<file path="config.mk">
export PLATFORM = sky130hd
export DESIGN_NAME = sync_fifo_flags
export DESIGN_NICKNAME = d
export VERILOG_FILES = /design/src/rtl/sync_fifo_flags.sv
export SDC_FILE = /design/constraint.sdc
export NUM_CORES = 1
export LEC_CHECK = 0
export ABC_AREA = 1
export CORE_AREA = 2 2 70 72
export CTS_BUF_LIST = sky130_fd_sc_hd__clkbuf_8
export DETAILED_ROUTE_END_ITERATION = 12
export DIE_AREA = 0 0 72 74
export HOLD_SLACK_MARGIN = 0.05
export PLACE_DENSITY_LB_ADDON = 0.25
export SLEW_MARGIN = 20
export SYNTH_ARGS = -nofsm -noshare
export SYNTH_HDL_FRONTEND = slang
export SYNTH_SLANG_ARGS = --single-unit
</file>
<file path="constraint.sdc">
create_clock -name clk -period 3.4 [get_ports clk]
set_clock_uncertainty 0.2 [all_clocks]
set_input_delay 0.85 -clock clk [delete_from_list [all_inputs] [get_ports clk]]
set_output_delay 0.85 -clock clk [all_outputs]
set_load 0.05 [all_outputs]
</file>
<file path="src/rtl/sync_fifo_flags.sv">
// Single-clock FWFT FIFO of arbitrary depth with occupancy count, programmable
// almost-full/almost-empty thresholds, synchronous flush and sticky error flags.
module sync_fifo_flags #(
    parameter int WIDTH     = 8,
    parameter int DEPTH     = 6,
    parameter int AFULL_TH  = DEPTH - 1,
    parameter int AEMPTY_TH = 1,
    localparam int CW       = $clog2(DEPTH + 1)
) (
    input  logic             clk,
    input  logic             rst_n,
    input  logic             flush_i,
    input  logic             err_clr_i,
    input  logic             wr_en_i,
    input  logic [WIDTH-1:0] wr_data_i,
    output logic             full_o,
    output logic             almost_full_o,
    input  logic             rd_en_i,
    output logic [WIDTH-1:0] rd_data_o,
    output logic             empty_o,
    output logic             almost_empty_o,
    output logic [CW-1:0]    count_o,
    output logic             overflow_o,
    output logic             underflow_o
);

    localparam int            IW        = $clog2(DEPTH);
    localparam logic [CW-1:0] DEPTH_C   = CW'(DEPTH);
    localparam logic [CW-1:0] AFULL_C   = CW'(AFULL_TH);
    localparam logic [CW-1:0] AEMPTY_C  = CW'(AEMPTY_TH);
    localparam logic [IW-1:0] LAST_IDX  = IW'(DEPTH - 1);

    logic [WIDTH-1:0] mem_q [DEPTH];
    logic [IW-1:0]    wr_idx_q, wr_idx_d;
    logic [IW-1:0]    rd_idx_q, rd_idx_d;
    logic [CW-1:0]    count_q, count_d;
    logic             ovf_q, ovf_d;
    logic             unf_q, unf_d;
    logic             wr_acc, rd_acc;

    // Indices wrap explicitly at DEPTH-1 so non-power-of-2 depths never overrun.
    function automatic logic [IW-1:0] idx_inc(input logic [IW-1:0] idx);
        return (idx == LAST_IDX) ? '0 : idx + IW'(1);
    endfunction

    assign full_o         = (count_q == DEPTH_C);
    assign empty_o        = (count_q == '0);
    assign almost_full_o  = (count_q >= AFULL_C);
    assign almost_empty_o = (count_q <= AEMPTY_C);
    assign count_o        = count_q;
    assign overflow_o     = ovf_q;
    assign underflow_o    = unf_q;
    assign rd_data_o      = mem_q[rd_idx_q];

    assign wr_acc = wr_en_i && (!full_o || rd_en_i);
    assign rd_acc = rd_en_i && !empty_o;

    always_comb begin
        wr_idx_d = wr_idx_q;
        rd_idx_d = rd_idx_q;
        count_d  = count_q;
        ovf_d    = ovf_q && !err_clr_i;
        unf_d    = unf_q && !err_clr_i;
        if (flush_i) begin
            wr_idx_d = '0;
            rd_idx_d = '0;
            count_d  = '0;
        end else begin
            if (wr_acc) wr_idx_d = idx_inc(wr_idx_q);
            if (rd_acc) rd_idx_d = idx_inc(rd_idx_q);
            case ({wr_acc, rd_acc})
                2'b10:   count_d = count_q + CW'(1);
                2'b01:   count_d = count_q - CW'(1);
                default: count_d = count_q;
            endcase
            // Set dominates a same-cycle clear.
            if (wr_en_i && !wr_acc) ovf_d = 1'b1;
            if (rd_en_i && !rd_acc) unf_d = 1'b1;
        end
    end

    always_ff @(posedge clk or negedge rst_n) begin
        if (!rst_n) begin
            wr_idx_q <= '0;
            rd_idx_q <= '0;
            count_q  <= '0;
            ovf_q    <= 1'b0;
            unf_q    <= 1'b0;
        end else begin
            wr_idx_q <= wr_idx_d;
            rd_idx_q <= rd_idx_d;
            count_q  <= count_d;
            ovf_q    <= ovf_d;
            unf_q    <= unf_d;
        end
    end

    // Storage carries no reset; contents survive flush and reset.
    always_ff @(posedge clk) begin
        if (wr_acc && !flush_i) mem_q[wr_idx_q] <= wr_data_i;
    end

endmodule
</file>
==> flow_metrics.tcl <==
set metrics [dict create \
    path_clk_slew_ns 0.06 \
    ys_seq_area_frac 0.640 \
    post_cts_buffers 0 \
    gr-total-overflow 0 \
    first_pass_iters 4 \
    synth_area_sq_um 2680 \
    crit_path_max_incr_delay_ns 0.80 \
    layout_common_cells "nand2_1 (57), edfxtp_1 (48), nor2_1 (29), inv_1 (25), clkdlybuf4s50_1 (22)" \
    dp.cells 330 \
    wire_per_inst_microns 14.7 \
    drc 0 \
    cts_tree "done" \
    post-route-util 0.688 \
    power_density_nw_per_um2 679 \
    clkLatencyLatePin_ns 0.32 \
    area_growth_syn_to_layout_pct 18.0 \
    chipHeight_microns 74 \
    whs_path_depth 2 \
    ios 31 \
    post_drt_via_cell_ratio 5.09 \
    p_int_mw 1.31 \
    crit_required_ns 2.35 \
    fin_ws_ns 0.178 \
    via_count 1756 \
    gp_congestion 0.770 \
    synth_cell_types 30 \
    fmax_mhz 310 \
    cts_resized 0 \
    seqPwrFrac 0.408 \
    cp-start-kind "register" \
    hold_viol_final 0 \
    drt_wl_total_microns 5080 \
    grt_max_degree 17 \
    antenna_found_initial 0 \
    max_slew_margin 0.646 \
    die_area_sq_um 5330 \
    synth_warnings 0 \
    path_cells "inv_1 -> ha_1 -> nand2_8 -> inv_1 -> clkdlybuf4s50_1" \
    grt_setup_unrepaired "false" \
    cp_top_family "buffers and inverters" \
    final_antenna_net_count 0 \
    worstPathMaxFanout 6 \
    final_common_cell "nand2_1" \
    fin_nets 306 \
    rows 25 \
    p_sw_frac 0.388 \
    cts.hold.buffers_added 0 \
    status "finished clean" \
    p_switching_uw 834 \
    first_iter_violations 134 \
    final_cells 345 \
    syn_inst 247 \
    worst_hold_path_type "register to register" \
    setup_viol 0 \
    finalCritPeriodShare 0.948 \
    dp_hpwl_microns 3370 \
    cts_buffer_depth 2 \
    tightest_slew_ns 0.531 \
    cap_violations 0 \
    avgSynthCellArea_sq_um 10.9 \
    cts.htree.levels 3 \
    grt_pass1_vias 1627 \
    portBuffers 30 \
    slowest_stage "clkdlybuf4s50_1" \
    worst-path-buf-inv 3 \
    syn_nets 266 \
    grt_use_total 0.217 \
    clock_power_share 0.230 \
    ys_ff_latch 59 \
    fin_tns_setup_ns 0 \
    p_leak_nw 1.27 \
    drive_gt1_frac 0.144 \
    cts_root_buf "clkbuf_8" \
    path_common_cell "inv_1" \
    cts_inserted_buffers 9 \
    nFillCells 337 \
    place_ws_ns 0.536 \
    end_kind "output port" \
    start_util 0.583 \
    fp.dieW_microns 72 \
    drv_slew 0 \
    diodes 0 \
    critPathKind "register to output port" \
    reg2regPathDepth 7 \
    clock_sinks 59 \
    arrival_ns 2.17 \
    pwr-share-comb 0.362 \
    core_area_sq_um 4600 \
    period_needed_ns 3.22 \
    peakVddDrop_mv 0.485 \
    grt_pass1_wl_microns 8100 \
    path_depth 5 \
]
-- final cells by class --
type / count / area (sq um) / area share
Tap cell: 54 / 67.6 / 0.0214
Clock buffer: 9 / 124 / 0.0391
Inverter: 31 / 121 / 0.0384
Sequential cell: 59 / 1720 / 0.543
Timing Repair Buffer: 35 / 318 / 0.100
Multi-Input combinational cell: 151 / 792 / 0.250
Clock inverter: 6 / 25.0 / 0.00791
-- state kept, by name, indices dropped and copies added, names as in the netlist --
| signal | count |
|---|---|
| count_o | 3 |
| mem_q | 48 |
| overflow_o | 1 |
| rd_idx_q | 3 |
| underflow_o | 1 |
| wr_idx_q | 3 |
-- kinds of logic after synthesis --
group,Yosys count,synth area share
adders and majority gates,5,0.0233
DFF,59,0.640
AOI/OAI and AO/OA,30,0.0602
and+or+nand+nor,115,0.208
xor gates and xnor gates,1,0.00327
buffers and inverters,37,0.0648
-- Yosys cell counts (all sizes together) --
cell | instances | share of area
nor3 | 3 | 0.0093
nand4 | 1 | 0.0023
ha | 5 | 0.023
nor4 | 1 | 0.0023
o32ai | 2 | 0.0065
clkinv | 2 | 0.0028
a21oi | 21 | 0.039
nor2 | 32 | 0.049
o21ai | 5 | 0.0093
nand2 | 60 | 0.094
dfrtp | 11 | 0.10
xor2 | 1 | 0.0033
edfxtp | 48 | 0.54
a31oi | 1 | 0.0023
o21bai | 1 | 0.0028
nand3 | 18 | 0.051
inv | 29 | 0.042
buf | 6 | 0.020
-- through the flow --
step                hold WS (ns)  area [sq um]  power, mW
floorplan                  0.319          2680       1.46
global placement           0.320          3020       1.66
detailed placement         0.325          3020       1.67
CTS                        0.337          3160       2.17
global route               0.353          3160       2.26
finish                     0.333          3160       2.15
-- power groups by stage --
stage	Combinational [mW]	Sequential, mW	Clock (mW)
after floorplan	0.548	0.914	0
after global placement	0.772	0.889	0
after detailed placement	0.780	0.891	0
after CTS	0.784	0.876	0.506
after global routing	0.839	0.883	0.536
final	0.778	0.876	0.494
-- tightest hold or removal path, delay by kind of cell, from the launching register on --
kind | cells | cell delay [ns]
AO/OA/AOI/OAI | 1 | 0.06
buffers and inverters | 1 | 0.05
flip-flops | 1 | 0.38
-- per-layer routing --
metal,part of all wire,wire length (microns),global-route usage
met4,0.0057,29,0.107
met3,0.043,217,0.0488
met1,0.45,2280,0.287
met2,0.50,2560,0.345
met5,0,0,0
-- final timing paths --
path	from	endpoint	slack, ns
worst max-delay path	count_o[0]	empty_o	0.18
worst min-delay path	overflow_o	overflow_o	0.33
max in group asynchronous	rst_n	wr_idx_q[0]	1.98
worst min register to register	overflow_o	overflow_o	0.33
worst max register to register	count_o[0]	mem_q[2][3]	1.30
min in group asynchronous	rst_n	overflow_o	0.67
Note: power is estimated with default switching activity, not from simulation.
